--- src/rtl/fixed_power.sv ---
// ---------------------------------------------------------------------------
// fixed_power
//
// Iterative unsigned fixed-point power unit: out = x^k, where x is WIDTH-bit
// unsigned with FRAC fractional bits (10.10 by default) and k is a 3-bit
// integer exponent. A single WIDTHxWIDTH multiplier is reused once per cycle
// for k cycles. Results that exceed the format saturate to all-ones. The
// saturation flag is sticky for the rest of the operation.
//
// Optional build macro:
//   POW_ROUND_EN  - each multiply step rounds to nearest instead of truncating.
//
// Ports:
//   clk        clock
//   rst        synchronous, active-high reset (aborts any operation silently)
//   in_valid   operand strobe, only sampled while idle
//   in_data_1  operand x, unsigned WIDTH-bit fixed point
//   in_data_2  exponent k, 0..7
//   busy       high while an operation is in flight (state != idle)
//   out_valid  one-cycle result strobe
//   out_data   x^k, zero when out_valid is low
//   out_ovf    saturation flag, zero when out_valid is low
// ---------------------------------------------------------------------------
module fixed_power #(
  parameter int WIDTH = 20,
  parameter int FRAC  = 10
) (
  input  logic             clk,
  input  logic             rst,
  input  logic             in_valid,
  input  logic [WIDTH-1:0] in_data_1,
  input  logic [2:0]       in_data_2,
  output logic             busy,
  output logic             out_valid,
  output logic [WIDTH-1:0] out_data,
  output logic             out_ovf
);

  localparam logic [WIDTH-1:0] ONE  = WIDTH'(1) << FRAC;
  localparam logic [WIDTH-1:0] MAXV = '1;

  typedef enum logic [1:0] {
    ST_IDLE,
    ST_MUL,
    ST_OUT
  } state_t;

  state_t           state;
  logic [WIDTH-1:0] acc;
  logic [2:0]       cnt;
  logic             ovf;
  logic [WIDTH-1:0] x_q;
  logic [2:0]       k_q;

  // Rescale a full-width product back to the operand format and saturate.
  // Returns {overflow, value}; value is all-ones whenever overflow is set.
  function automatic logic [WIDTH:0] scale_sat(input logic [2*WIDTH-1:0] prod);
    logic [2*WIDTH:0] p;
    logic [2*WIDTH:0] sh;
    p = {1'b0, prod};
`ifdef POW_ROUND_EN
    p = p + ((2*WIDTH+1)'(1) << (FRAC - 1));
`endif
    sh = p >> FRAC;
    if (sh > {{(WIDTH+1){1'b0}}, MAXV}) begin
      return {1'b1, MAXV};
    end
    return {1'b0, sh[WIDTH-1:0]};
  endfunction

  logic [2*WIDTH-1:0] prod;
  logic [WIDTH:0]     step;
  logic               step_ovf;
  logic [WIDTH-1:0]   step_val;
  logic               last_step;

  assign prod      = {{WIDTH{1'b0}}, acc} * {{WIDTH{1'b0}}, x_q};
  assign step      = scale_sat(prod);
  assign step_ovf  = ovf | step[WIDTH];
  assign step_val  = step[WIDTH-1:0];
  assign last_step = (cnt == (k_q - 3'd1));

  // Operand latches: only written on acceptance, so in_valid while busy
  // can never disturb the operation in flight.
  always_ff @(posedge clk) begin
    if (state == ST_IDLE && in_valid) begin
      x_q <= in_data_1;
      k_q <= in_data_2;
    end
  end

  // Control FSM. Outputs are registered on the same edge that enters
  // ST_OUT, so out_valid is high exactly while the state is ST_OUT.
  always_ff @(posedge clk) begin
    if (rst) begin
      state     <= ST_IDLE;
      acc       <= '0;
      cnt       <= '0;
      ovf       <= 1'b0;
      busy      <= 1'b0;
      out_valid <= 1'b0;
      out_data  <= '0;
      out_ovf   <= 1'b0;
    end else begin
      out_valid <= 1'b0;
      out_data  <= '0;
      out_ovf   <= 1'b0;
      case (state)
        ST_IDLE: begin
          if (in_valid) begin
            acc  <= ONE;
            cnt  <= '0;
            ovf  <= 1'b0;
            busy <= 1'b1;
            if (in_data_2 != 3'd0) begin
              state <= ST_MUL;
            end else begin
              // x^0 is 1.0 regardless of x, including x == 0
              state     <= ST_OUT;
              out_valid <= 1'b1;
              out_data  <= ONE;
            end
          end
        end
        ST_MUL: begin
          acc <= step_val;
          ovf <= step_ovf;
          cnt <= cnt + 3'd1;
          if (last_step) begin
            state     <= ST_OUT;
            out_valid <= 1'b1;
            // sticky: once saturated, the result stays at full scale
            out_data  <= step_ovf ? MAXV : step_val;
            out_ovf   <= step_ovf;
          end
        end
        ST_OUT: begin
          state <= ST_IDLE;
          busy  <= 1'b0;
        end
        default: begin
          state <= ST_IDLE;
          busy  <= 1'b0;
        end
      endcase
    end
  end

endmodule

--- config.mk ---
export PLATFORM = sky130hd
export DESIGN_NAME = fixed_power
export DESIGN_NICKNAME = d
export VERILOG_FILES = /design/src/rtl/fixed_power.sv
export SDC_FILE = /design/constraint.sdc
export NUM_CORES = 1
export LEC_CHECK = 0
export ABC_AREA = 1
export BUFFER_PORTS_ARGS = -buffer_cell sky130_fd_sc_hd__buf_2
export CELL_PAD_IN_SITES_DETAIL_PLACEMENT = 0
export CELL_PAD_IN_SITES_GLOBAL_PLACEMENT = 1
export CORE_MARGIN = 3
export CORE_UTILIZATION = 49
export DETAILED_ROUTE_END_ITERATION = 8
export PLACE_DENSITY_LB_ADDON = 0.05
export SLEW_MARGIN = 40
export SYNTH_ARGS = -nofsm -noshare
export SYNTH_HDL_FRONTEND = slang
export SYNTH_SLANG_ARGS = --single-unit
--- constraint.sdc ---
create_clock -name clk -period 8 [get_ports clk]
set_input_delay 0.8 -clock clk [delete_from_list [all_inputs] [get_ports clk]]
set_output_delay 0.8 -clock clk [all_outputs]
set_load 0.1 [all_outputs]
Word level (Yosys, flattened, before mapping):

Cells that the tools add are included.

* register bits after elaboration: 72
* bits of input ports: 26
* output and inout port bits: 23
* word-level logic and storage cells: 53

* add/subtract/negate cells: 2
* multiply operators: 1
* order comparisons: 1
* equal/unequal tests: 4
* mux-type cells: 24
* bitwise logic cells: 3
* reduce and logical (&&, ||, !) cells: 8

Operator list (number)
* $pmux W20 S2: 2
* $mux W20: 3
* $mux W21: 2
* $mul A20 B20 Y40: 1
* $gt A30 B20 Y1 const B: 1
* $mux W11: 2
* $mux W1: 6
* $mux W2: 3
* $pmux W1 S2: 3
* $pmux W3 S2: 1
* $reduce_and A2 Y1: 3
* $ne A2 B2 Y1 const B: 2
* $pmux W2 S2: 1
* $add A3 B1 Y3 const B: 1
* $eq A3 B3 Y1: 1
* $mux W3: 1
* $reduce_bool A3 Y1: 1
* $reduce_or A3 Y1: 1
* $sub A3 B1 Y3 const B: 1
* $eq A2 B1 Y1 const B: 1
* $logic_not A2 Y1: 1
* $not A1 Y1: 2
* $reduce_bool A2 Y1: 1
* $logic_and A1 B1 Y1: 1
* $or A1 B1 Y1: 1

Longest topological paths before layout:

* depth after elaboration: 8
* gate-level depth with buffers: 36
* mapped depth without buffers: 34

Worst setup path after synthesis:

OpenSTA, ideal clock, no wires.

* path type: reg2reg
* start: register acc[1]
* end: register out_data[14]
* setup time: 0.130 ns
* arrival time: 6.152 ns
* required time: 7.870 ns
* setup slack: 1.718 ns
* cell stages (with the launch flop): 28
* buffers on the path: 3
* clock period less this slack: 6.282 ns
* cell sequence: dfxtp_1 clkbuf_1 clkbuf_1 nand2_1 fa_1 fa_1 inv_1 fa_1 fa_1 fa_1 fa_1 inv_1 fa_1 inv_1 ha_1 a21oi_1 a21boi_1 and2_1 nand3_2 nand2_1 nand3_1 nand2_1 nand2_1 nor2_4 nand4_4 nand2_4 buf_8 o21ai_2

* word-level cells in the longest chain between the ends: 8

Ends and longest elaborated chain
* start, declared: RTL line 49 `logic [WIDTH-1:0] acc;`
* start signal, assigned: RTL line 126 `acc <= step_val;`
* $mul A20 B20 Y40 (*): RTL line 77 `assign prod = {{WIDTH{1'b0}}, acc} * {{WIDTH{1'b0}}, x_q};`
* $gt A30 B20 Y1: RTL line 65 `if (sh > {{(WIDTH+1){1'b0}}, MAXV}) begin`
* $mux W1: RTL line 65
* $mux W21 (*): RTL line 68 `return {1'b0, sh[WIDTH-1:0]};`
* $or A1 B1 Y1: RTL line 79 `assign step_ovf = ovf | step[WIDTH];`
* $mux W20 (*): RTL line 133 `out_data <= step_ovf ? MAXV : step_val;`
* $mux W20 (*): RTL line 129 `if (last_step) begin`
* $pmux W20 S2 (*): RTL line 108 `case (state)`
* end signal, assigned: RTL line 133
* end, declared: RTL line 35 `output logic [WIDTH-1:0] out_data,`

Every way passes the cells marked *; elsewhere a longest branch is shown, timed or not.
A chain may end at the register's enable or synchronous reset.

Final worst setup path:

* start: register x_q[5]
* end: register out_data[7]

* word-level cells in the longest chain between the ends: 8

Ends and longest elaborated chain
* start, declared: RTL line 52 `logic [WIDTH-1:0] x_q;`
* start signal, assigned: RTL line 87 `x_q <= in_data_1;`
* $mul A20 B20 Y40 (*): RTL line 77
* $gt A30 B20 Y1: RTL line 65
* $mux W1: RTL line 65
* $mux W21 (*): RTL line 68
* $or A1 B1 Y1: RTL line 79
* $mux W20 (*): RTL line 133
* $mux W20 (*): RTL line 129
* $pmux W20 S2 (*): RTL line 108

Marks and branches as above.

==> impl_metrics.toml <==
[setup_path]
crit_slowest_cell = "edfxtp_1"
critPathRequiredTime_ns = 8.21
worstReg2RegStart = "x_q[5]$_DFFE_PP_"
end_kind = "register"
cp_max_fo = 18
reg2reg_depth = 30
r2r_slack_ns = 0.47
slowest_delay_ns = 0.57
cp_num_cells = 30
path_class = "reg -> reg"
crit_arrival_ns = 7.74
cp_num_buf_inv = 7
critPathLaunch = "x_q[5]$_DFFE_PP_"
startpoint_type = "register"
crit_family = "adder cells"
worstSetupEndpoint = "out_data[7]$_SDFF_PP0_"
r2r_end = "out_data[7]$_SDFF_PP0_"

[timing]
skew_ns = 0.0152
fin_crit_sh_pct = 94.2
maxSlewViolCount = 0
setup_viol = 0
rsz0062_at_grt = "false"
tns_ns = 0
period_minus_slack_ns = 7.53
slew_headroom_pct = 44.2
tightest_slew_ns = 0.835
fmax_ghz = 0.133
hold_viol_final = 0

[yosys]
yosys.area.top_type = "fa_1"
yosysSeqAreaShare_pct = 9.95
synth_mux_area_share_pct = 0
ys_types = 43
yosys_register_bits = 72
synth_area_leaders = "fa_1 (38%), inv_1 (14%), nand2_1 (13%), ha_1 (11%), dfxtp_1 (5.8%)"
synthCells = 2183
ys.flop_type = "dfxtp_1"
async_flop_share_pct = 0
synthAdderAreaFrac_pct = 49.2
synth_xor_area_share_pct = 1.62
synth_top_area_share_pct = 38.0
yosys-top-cells-count = "inv_1 (631), nand2_1 (598), fa_1 (319)"
synth_compound_area_share_pct = 4.20
yosysMostFrequentCell = "inv_1"
ys_warn_count = 0
synth_edf_count = 23
synth.avg_cell_area_um2 = 7.70
syn-cell-area_um2 = 16800
synth-simple-area-share_pct = 18.4
synth_nets = 2678
synth_top_family_by_area = "adder cells"

[routing]
via_per_inst = 4.93
drtIter0Drc = 831
routed_wl_um = 46400
drcViolationCount = 0
routedWlPerCell_um = 17.4
vias = 13113
ant_nets = 0
dr.pass1.iters = 5

[cts]
cts_buffers = 9
clock_path_buffers = 2
cts_tree = "built"
cts_num_sinks = 72
postCtsHoldBufs = 0
clock-root-buffer = "clkbuf_16"
htree_levels = 3
clock_latency_ns = 0.37
clk_pin_slew_worst_paths_ns = 0.07

[floorplan]
rows = 67
core_area_um2 = 33700
start_util_pct = 49.9
pin_count = 49
fp.dieW_um = 191
die_h_um = 191
die-area_um2 = 36500

[final_layout]
seq_area_um2 = 1680
drive_above_1_share_pct = 8.01
antenna-diode-count = 0
multi_input_area_um2 = 12300
num-fill-cells = 3351
areaGrowthSynthToFinish_pct = 6.87
layout.nets = 2700

[grt]
grt.overflow.total = 0
track_usage_pct = 26.6
grt_pass1_vias = 13734
grt_pass1_wl_um = 74600
grt_max_degree = 28
antenna_found_initial = 0

[worst_hold_path]
min_path_type = "reg -> reg"

[placed_design]
portBuffers = 48
place_congestion = 0.894
dp_hpwl_um = 38800

[flow_run]
timing.max_cap.violations = 0

[run_status]
outcome = "complete, no violations"
layout make-up:
| cell class | count | area share, % |
|---|---|---|
| sequential | 72 | 9.34 |
| clock buffer | 12 | 1.49 |
| clock inverter | 4 | 0.132 |
| tap | 448 | 3.12 |
| multi-input combinational | 1374 | 68.7 |
| timing repair buffer | 106 | 3.85 |
| inverter | 642 | 13.4 |
worst reg2reg max path: cells and delay by family (launching register included):
family	cells	cell delay, ns
DFF	1	0.57
adders and majority gates	8	3.92
and+or+nand+nor	14	2.16
AOI/OAI and AO/OA	1	0.14
buffers and inverters	7	0.60
registers in the layout, indices dropped and copies added (netlist names):
name       count
cnt            3
out_ovf        1
out_valid      1
out_data      20
state          2
busy           1
acc           20
k_q            3
x_q           20
ovf            1
through the flow:
| stage | instances | cell area (um2) | utilization, % | hold WS (ns) | worst slack [ns] |
|---|---|---|---|---|---|
| after global routing | 2658 | 18000 | 53.3 | 0.527 | 0.0462 |
| after global placement | 2637 | 17600 | 52.2 | 0.465 | 0.472 |
| after detailed placement | 2637 | 17600 | 52.2 | 0.462 | 0.360 |
| final | 2658 | 18000 | 53.3 | 0.476 | 0.468 |
| after CTS | 2653 | 17900 | 53.1 | 0.477 | 0.299 |
| after floorplan | 2183 | 16800 | - | 0.454 | 1.72 |
logic make-up (layout without fill, tap and decap cells):
family          after synthesis  in the layout
compound gates              124            124
xor+xnor                     31             31
fa+ha+maj                   469            469
buf+inv                     737            764
simple gates                750            750
flops                        72             72
worst min-delay path by stage:
stage | endpoint | cells after the start | slack (ns) | startpoint
after floorplan | acc[4]$_SDFFE_PP0P_ | 2 | 0.45 | acc[4]$_SDFFE_PP0P_
after global placement | busy$_SDFFE_PP0P_ | 2 | 0.47 | busy$_SDFFE_PP0P_
after detailed placement | busy$_SDFFE_PP0P_ | 2 | 0.46 | busy$_SDFFE_PP0P_
after CTS | busy$_SDFFE_PP0P_ | 2 | 0.48 | busy$_SDFFE_PP0P_
after global routing | busy$_SDFFE_PP0P_ | 2 | 0.53 | busy$_SDFFE_PP0P_
final | busy$_SDFFE_PP0P_ | 2 | 0.48 | busy$_SDFFE_PP0P_
layer usage:
layer / share of wire [%] / GRT usage, %
met5: 0 / 0
met4: 3.3 / 8.52
met3: 3.4 / 2.51
met2: 49 / 45.3
met1: 45 / 36.1
layout by cell type (no fill, tap or decap), types with 9 or more instances in the layout:
cell / instances
a21oi_1: 72
ha_1: 150
nand2_1: 598
edfxtp_1: 23
fa_1: 319
o21ai_2: 9
nor2_1: 67
nand2_2: 11
xnor2_1: 19
dfxtp_1: 45
nand3_1: 18
o21ai_0: 18
buf_2: 48
inv_1: 629
nand4_1: 23
buf_4: 54
clkbuf_16: 10
inv_2: 11
xor2_1: 12
what timing repair did:
action	in CTS	in global routing
resized for setup	0	2
buffers inserted	0	3
endpoints found under the setup margin	0	16
Power is left out: the tool's default activity adds up to more than one toggle a clock period on the data nets, which glitch-free logic cannot reach.
